**src/rtl/cnn_conv_engine_if.sv**
```systemverilog
// Pixel-in / result-out stream bundle for cnn_conv_engine.
// master = upstream/downstream side, slave = engine side.
interface cnn_conv_engine_if #(
  parameter int DATA_W = 32,
  parameter int ACC_W  = 32
);
  logic              pix_valid;
  logic              pix_ready;
  logic [DATA_W-1:0] pix_data;
  logic              out_valid;
  logic              out_ready;
  logic [ACC_W-1:0]  out_data;
  logic              out_last;

  modport master (
    output pix_valid, pix_data, out_ready,
    input  pix_ready, out_valid, out_data, out_last
  );

  modport slave (
    input  pix_valid, pix_data, out_ready,
    output pix_ready, out_valid, out_data, out_last
  );
endinterface

```
**src/rtl/cnn_conv_engine.sv**
```systemverilog
// Multi-channel KxK valid-padding convolution engine, one MAC per cycle.
// Frame is buffered locally, results stream out in raster order.
module cnn_conv_engine #(
  parameter int DATA_W = 32,
  parameter int ACC_W  = 32,
  parameter int IMG_W  = 8,
  parameter int IMG_H  = 8,
  parameter int K      = 3,
  parameter int CH     = 1,
  parameter int RELU   = 1,
  localparam int NTAP  = CH*K*K,
  localparam int WA_W  = (NTAP > 1) ? $clog2(NTAP) : 1
) (
  input  logic              clk,
  input  logic              rst,
  input  logic              start,
  input  logic              wgt_we,
  input  logic [WA_W-1:0]   wgt_addr,
  input  logic [DATA_W-1:0] wgt_data,
  output logic              busy,
  output logic              done,
  cnn_conv_engine_if.slave  bus
);
  localparam int OW   = IMG_W - K + 1;
  localparam int OH   = IMG_H - K + 1;
  localparam int NPIX = CH*IMG_W*IMG_H;
  localparam int PA_W = (NPIX > 1) ? $clog2(NPIX) : 1;
  localparam int XB   = (OW > 1) ? $clog2(OW) : 1;
  localparam int YB   = (OH > 1) ? $clog2(OH) : 1;
  localparam int KB   = (K > 1) ? $clog2(K) : 1;
  localparam int CB   = (CH > 1) ? $clog2(CH) : 1;

  typedef enum logic [2:0] {
    IDLE, LOAD, COMPUTE, OUT, DONE
  } state_t;

  state_t state, nxt;

  logic [DATA_W-1:0] img [NPIX];
  logic [DATA_W-1:0] wgt [NTAP];

  logic [PA_W-1:0] pcnt;
  logic [XB-1:0]   ox;
  logic [YB-1:0]   oy;
  logic [KB-1:0]   kx;
  logic [KB-1:0]   ky;
  logic [CB-1:0]   kc;
  logic [WA_W-1:0] tap;
  logic [ACC_W-1:0] acc;

  logic                       pix_hs;
  logic                       load_last;
  logic                       tap_last;
  logic                       is_last;
  logic [PA_W-1:0]            pix_idx;
  logic signed [DATA_W-1:0]   img_q;
  logic signed [DATA_W-1:0]   wgt_q;
  logic signed [2*DATA_W-1:0] prod;
  logic [ACC_W-1:0]           prod_a;
  logic [ACC_W-1:0]           acc_fin;

  assign pix_hs    = bus.pix_valid && (state == LOAD);
  assign load_last = pcnt == PA_W'(NPIX-1);
  assign tap_last  = tap == WA_W'(NTAP-1);
  assign is_last   = (ox == XB'(OW-1)) && (oy == YB'(OH-1));

  // Flat frame address of pixel[c][oy+ky][ox+kx].
  always_comb begin
    pix_idx = PA_W'(int'(kc) * (IMG_W*IMG_H)
            + (int'(oy) + int'(ky)) * IMG_W
            + int'(ox) + int'(kx));
  end

  assign img_q = img[pix_idx];
  assign wgt_q = wgt[tap];
  assign prod  = img_q * wgt_q;
  // Signed size cast truncates or sign-extends as ACC_W demands.
  assign prod_a  = ACC_W'(prod);
  assign acc_fin = (tap == '0) ? prod_a : acc + prod_a;

  always_ff @(posedge clk) begin
    if (!rst) state <= IDLE;
    else      state <= nxt;
  end

  always_comb begin
    nxt = state;
    unique case (state)
      IDLE:    if (start) nxt = LOAD;
      LOAD:    if (pix_hs && load_last) nxt = COMPUTE;
      COMPUTE: if (tap_last) nxt = OUT;
      OUT:     if (bus.out_ready) nxt = is_last ? DONE : COMPUTE;
      DONE:    nxt = IDLE;
      default: nxt = IDLE;
    endcase
  end

  always_comb begin
    bus.pix_ready = state == LOAD;
    bus.out_valid = state == OUT;
    bus.out_last  = (state == OUT) && is_last;
    busy          = state != IDLE;
    done          = state == DONE;
  end

  always_ff @(posedge clk) begin
    if (state == IDLE && wgt_we) wgt[wgt_addr] <= wgt_data;
  end

  always_ff @(posedge clk) begin
    if (pix_hs) img[pcnt] <= bus.pix_data;
  end

  always_ff @(posedge clk) begin
    if (!rst) begin
      pcnt         <= '0;
      ox           <= '0;
      oy           <= '0;
      kx           <= '0;
      ky           <= '0;
      kc           <= '0;
      tap          <= '0;
      acc          <= '0;
      bus.out_data <= '0;
    end else begin
      case (state)
        IDLE: begin
          if (start) pcnt <= '0;
        end
        LOAD: begin
          if (pix_hs) begin
            pcnt <= pcnt + PA_W'(1);
            if (load_last) begin
              ox  <= '0;
              oy  <= '0;
              kx  <= '0;
              ky  <= '0;
              kc  <= '0;
              tap <= '0;
            end
          end
        end
        COMPUTE: begin
          acc <= acc_fin;
          if (tap_last) begin
            if (RELU != 0 && acc_fin[ACC_W-1]) bus.out_data <= '0;
            else                               bus.out_data <= acc_fin;
            tap <= '0;
            kx  <= '0;
            ky  <= '0;
            kc  <= '0;
          end else begin
            tap <= tap + WA_W'(1);
            if (kx == KB'(K-1)) begin
              kx <= '0;
              if (ky == KB'(K-1)) begin
                ky <= '0;
                kc <= kc + CB'(1);
              end else begin
                ky <= ky + KB'(1);
              end
            end else begin
              kx <= kx + KB'(1);
            end
          end
        end
        OUT: begin
          if (bus.out_ready && !is_last) begin
            if (ox == XB'(OW-1)) begin
              ox <= '0;
              oy <= oy + YB'(1);
            end else begin
              ox <= ox + XB'(1);
            end
          end
        end
        default: ;
      endcase
    end
  end
endmodule
```
**src/flat_wrapper.sv**
```systemverilog
// flat-port wrapper written by rule: the top's interface ports become plain ports
module cnn_conv_engine_flat 
#(
  parameter int DATA_W = 32,
  parameter int ACC_W  = 32,
  parameter int IMG_W  = 8,
  parameter int IMG_H  = 8,
  parameter int K      = 3,
  parameter int CH     = 1,
  parameter int RELU   = 1,
  localparam int NTAP  = CH*K*K,
  localparam int WA_W  = (NTAP > 1) ? $clog2(NTAP) : 1
)
  (clk, rst, start, wgt_we, wgt_addr, wgt_data, busy, done, bus_pix_valid, bus_pix_data, bus_out_ready, bus_pix_ready, bus_out_valid, bus_out_data, bus_out_last);
  cnn_conv_engine_if #(.DATA_W(DATA_W), .ACC_W(ACC_W)) bus_i ();
  input  logic clk;
  input  logic rst;
  input  logic start;
  input  logic wgt_we;
  input  logic [WA_W-1:0] wgt_addr;
  input  logic [DATA_W-1:0] wgt_data;
  output logic busy;
  output logic done;
  input wire logic [$bits(bus_i.pix_valid)-1:0] bus_pix_valid;
  input wire logic [$bits(bus_i.pix_data)-1:0] bus_pix_data;
  input wire logic [$bits(bus_i.out_ready)-1:0] bus_out_ready;
  output wire logic [$bits(bus_i.pix_ready)-1:0] bus_pix_ready;
  output wire logic [$bits(bus_i.out_valid)-1:0] bus_out_valid;
  output wire logic [$bits(bus_i.out_data)-1:0] bus_out_data;
  output wire logic [$bits(bus_i.out_last)-1:0] bus_out_last;
  assign bus_i.pix_valid = bus_pix_valid;
  assign bus_i.pix_data = bus_pix_data;
  assign bus_i.out_ready = bus_out_ready;
  assign bus_pix_ready = bus_i.pix_ready;
  assign bus_out_valid = bus_i.out_valid;
  assign bus_out_data = bus_i.out_data;
  assign bus_out_last = bus_i.out_last;
  cnn_conv_engine #(.DATA_W(DATA_W), .ACC_W(ACC_W), .IMG_W(IMG_W), .IMG_H(IMG_H), .K(K), .CH(CH), .RELU(RELU)) u_core (.clk(clk), .rst(rst), .start(start), .wgt_we(wgt_we), .wgt_addr(wgt_addr), .wgt_data(wgt_data), .busy(busy), .done(done), .bus(bus_i));
endmodule
```
**config.mk**
```make
export PLATFORM = sky130hd
export DESIGN_NAME = cnn_conv_engine_flat
export DESIGN_NICKNAME = d
export VERILOG_FILES = /design/src/rtl/cnn_conv_engine_if.sv /design/src/rtl/cnn_conv_engine.sv /design/src/flat_wrapper.sv
export SDC_FILE = /design/constraint.sdc
export NUM_CORES = 2
export LEC_CHECK = 0
export CAP_MARGIN = 5
export CORE_ASPECT_RATIO = 0.75
export CORE_MARGIN = 3
export CORE_UTILIZATION = 50
export DETAILED_ROUTE_END_ITERATION = 7
export GPL_TIMING_DRIVEN = 0
export HOLD_SLACK_MARGIN = 0.03
export PLACE_DENSITY = 0.66
export SLEW_MARGIN = 10
export SYNTH_ARGS = -nofsm -noshare
export SYNTH_HDL_FRONTEND = slang
export SYNTH_SLANG_ARGS = --single-unit
export TNS_END_PERCENT = 5
```
**constraint.sdc**
```tcl
create_clock -name clk -period 24.1 [get_ports clk]
set_clock_uncertainty 0.2 [all_clocks]
set_input_delay 4.82 -clock clk [delete_from_list [all_inputs] [get_ports clk]]
set_output_delay 4.82 -clock clk [all_outputs]
set_load 0.1 [all_outputs]
```
==> flow_metrics.py <==
metrics = {
    "setup_path": {
        "slowest_delay_ns": 0.87,
        "crit_fanout": 10,
        "slowest_stage": "mux2i_2",
        "critPathKind": "reg2reg",
        "critPathMostFrequentCell": "fa_1",
        "end_kind": "flip-flop",
        "cp.arrival_ns": 17.79,
        "required_ns": 24.67,
        "critPathLaunchType": "flip-flop",
    },
    "floorplan": {
        "start_util_pct": 50.4,
        "core_area_um2": 220000,
        "die_y_um": 414,
        "die-width_um": 550,
        "rows": 149,
        "die_area_um2": 228000,
        "num_io_pins": 111,
    },
    "place": {
        "dp_hpwl_um": 258000,
        "place_congestion": 0.957,
        "numPortBuffers": 108,
    },
    "cells_and_area": {
        "area_delta_synth_final_pct": 14.6,
        "fin_nets": 7496,
        "layout-drive-gt1-share_pct": 22.4,
    },
    "sta": {
        "fin_crit_sh_pct": 71.4,
        "period_needed_ns": 17.21,
        "fmax_ghz": 0.0581,
        "setup_viol": 0,
        "rsz0062_at_grt": "false",
        "slew_headroom_pct": 6.93,
        "slew_violations": 0,
        "tns_ns": 0,
        "final_hold_viol_count": 0,
        "worst_slew_pin_slew_ns": 1.40,
    },
    "synth": {
        "synth_top_cells_by_area": "edfxtp_1 (63%), mux4_2 (13%), fa_1 (7.4%)",
        "synth.distinct_cells": 84,
        "synth-warning-count": 0,
        "async_reset_ff_share_pct": 0,
        "synth_most_common_cell": "edfxtp_1",
        "syn_inst": 6273,
        "synth_nets": 6949,
        "synth_area_um2": 111000,
        "synth_seq_area_share_pct": 64.8,
        "synth_area_per_cell_um2": 17.7,
        "synth.ff_latch_count": 2426,
        "yosysTopAreaCell": "edfxtp_1",
        "synth_ff_type": "edfxtp_1",
        "netlist.area_leader.share_pct": 63.2,
        "synth_common_cells": "edfxtp_1 (2336), mux4_2 (641), nor2_1 (512), inv_1 (465), fa_1 (411)",
        "synth_edf_count": 2336,
    },
    "clock_tree": {
        "root_buffer": "clkbuf_16",
        "ctsHoldBuffers": 0,
        "clk_pin_slew_worst_paths_ns": 0.07,
        "cts_resized": 0,
        "cts_buffer_depth": 4,
        "cts_tree": "built",
        "post_cts_buffers": 0,
        "numClockSinks": 2426,
        "cts_buffers": 224,
        "insertion_delay_ns": 0.90,
        "htree_levels": 4,
    },
    "global_route": {
        "grt_max_degree": 65,
        "grt_first_pass_wirelength_um": 505000,
        "grt_pass1_vias": 63100,
        "globalRouteTotalUtil_pct": 32.2,
        "grt_overflow": 0,
        "antenna_found_initial": 21,
    },
    "min_path": {
        "hold_path.class": "reg2reg",
    },
    "routing": {
        "drc_errors": 0,
        "wl_per_cell_um": 36.8,
        "ant_nets": 0,
        "routed_via_density": 6.52,
        "via_count": 64900,
        "drt-pass1-iter-count": 8,
        "wl_um": 367000,
        "drt-initial-drc-count": 11200,
    },
    "flow_run": {
        "max_cap_viol_count": 0,
    },
    "status": {
        "status": "completed",
    },
}
-- sequential cells by signal, summed over array words and instances (netlist names), named ones only --
| signal | flops |
|---|---|
| u_core.kx | 2 |
| u_core.tap | 4 |
| u_core.wgt | 288 |
| u_core.state | 3 |
| u_core.ox | 3 |
| u_core.bus.out_data | 31 |
| u_core.pcnt | 6 |
| u_core.oy | 3 |
| u_core.ky | 2 |
| u_core.img | 2048 |
| u_core.acc | 32 |
-- path summary, 6_finish.rpt --
path | start | end | slack, ns | cells past startpoint
worst min-delay path | u_core.bus.out_data[26] | u_core.bus.out_data[26] | 0.26 | 2
worst min register to register | u_core.bus.out_data[26] | u_core.bus.out_data[26] | 0.26 | 2
worst max register to register | u_core.kx[0] | u_core.bus.out_data[26] | 6.89 | 49
worst max-delay path | u_core.kx[0] | u_core.bus.out_data[26] | 6.89 | 49
-- critical path, delay by kind of cell, from the launching register on --
family | cells | cell delay, ns
adders and majority gates | 12 | 5.61
AOI/OAI and AO/OA | 13 | 2.88
and+or+nand+nor | 9 | 2.13
buffers and inverters | 11 | 4.13
muxes | 1 | 0.87
DFF | 1 | 0.47
xor gates and xnor gates | 3 | 0.68
-- layer usage --
metal / up-vias / share of wire [%] / GRT usage [%]
met5: - / 0.030 / 0
met2: 5092 / 41 / 43.7
li1: 25000 / - / -
met1: 34100 / 38 / 47.1
met3: 771 / 16 / 13.5
met4: 18 / 3.8 / 10.4
-- layout by cell type (no fill, tap or decap), types with 56 or more instances in the layout --
master | netlist | layout
a21oi_1 | 118 | 113
buf_12 | 6 | 140
buf_2 | 70 | 106
buf_4 | 33 | 59
buf_6 | 44 | 58
clkbuf_1 | 132 | 169
clkbuf_16 | 0 | 227
clkdlybuf4s50_1 | 0 | 76
dfxtp_1 | 90 | 90
edfxtp_1 | 2336 | 2336
fa_1 | 411 | 411
ha_1 | 191 | 191
inv_1 | 465 | 465
mux2i_1 | 83 | 75
mux4_2 | 641 | 641
nand2_1 | 325 | 325
nand2b_1 | 73 | 73
nand3_1 | 56 | 56
nor2_1 | 512 | 445
nor2_4 | 0 | 66
xnor2_1 | 76 | 76
-- logic make-up after synthesis --
group	Yosys count	share of synthesized area (%)
DFF	2426	64.8
and+or+nand+nor	1191	4.78
buffers and inverters	777	3.28
muxes	743	14.0
adders and majority gates	602	9.56
AOI/OAI and AO/OA	416	2.50
xor gates and xnor gates	117	1.07
other	1	0.00338
-- cell type report --
cell class,count,area [um2]
flip-flops and latches,2426,71900
fillers,16500,93100
diodes,19,47.5
multi-input cells,3070,36100
repair buffers,321,4900
well taps,2944,3680
inverters,466,1750
clock buffers,272,5860
clock inverters,131,1090
plain buffers,311,1910
-- per-stage QoR --
step | hold WS (ns) | setup slack, ns | cell area, um2 | utilization [%] | instances
final | 0.258 | 6.89 | 127000 | 57.7 | 9960
after detailed placement | 0.246 | 7.49 | 120000 | 54.6 | 9538
after global placement | 0.241 | 6.82 | 116000 | 52.5 | 9325
after CTS | 0.262 | 7.38 | 127000 | 57.7 | 9941
after floorplan | 0.241 | 12.15 | 111000 | - | 6273
after global routing | 0.286 | 6.47 | 127000 | 57.7 | 9942
Power is not shown: default switching activity piles up to over one toggle a cycle in this logic, so the estimate is an artifact.
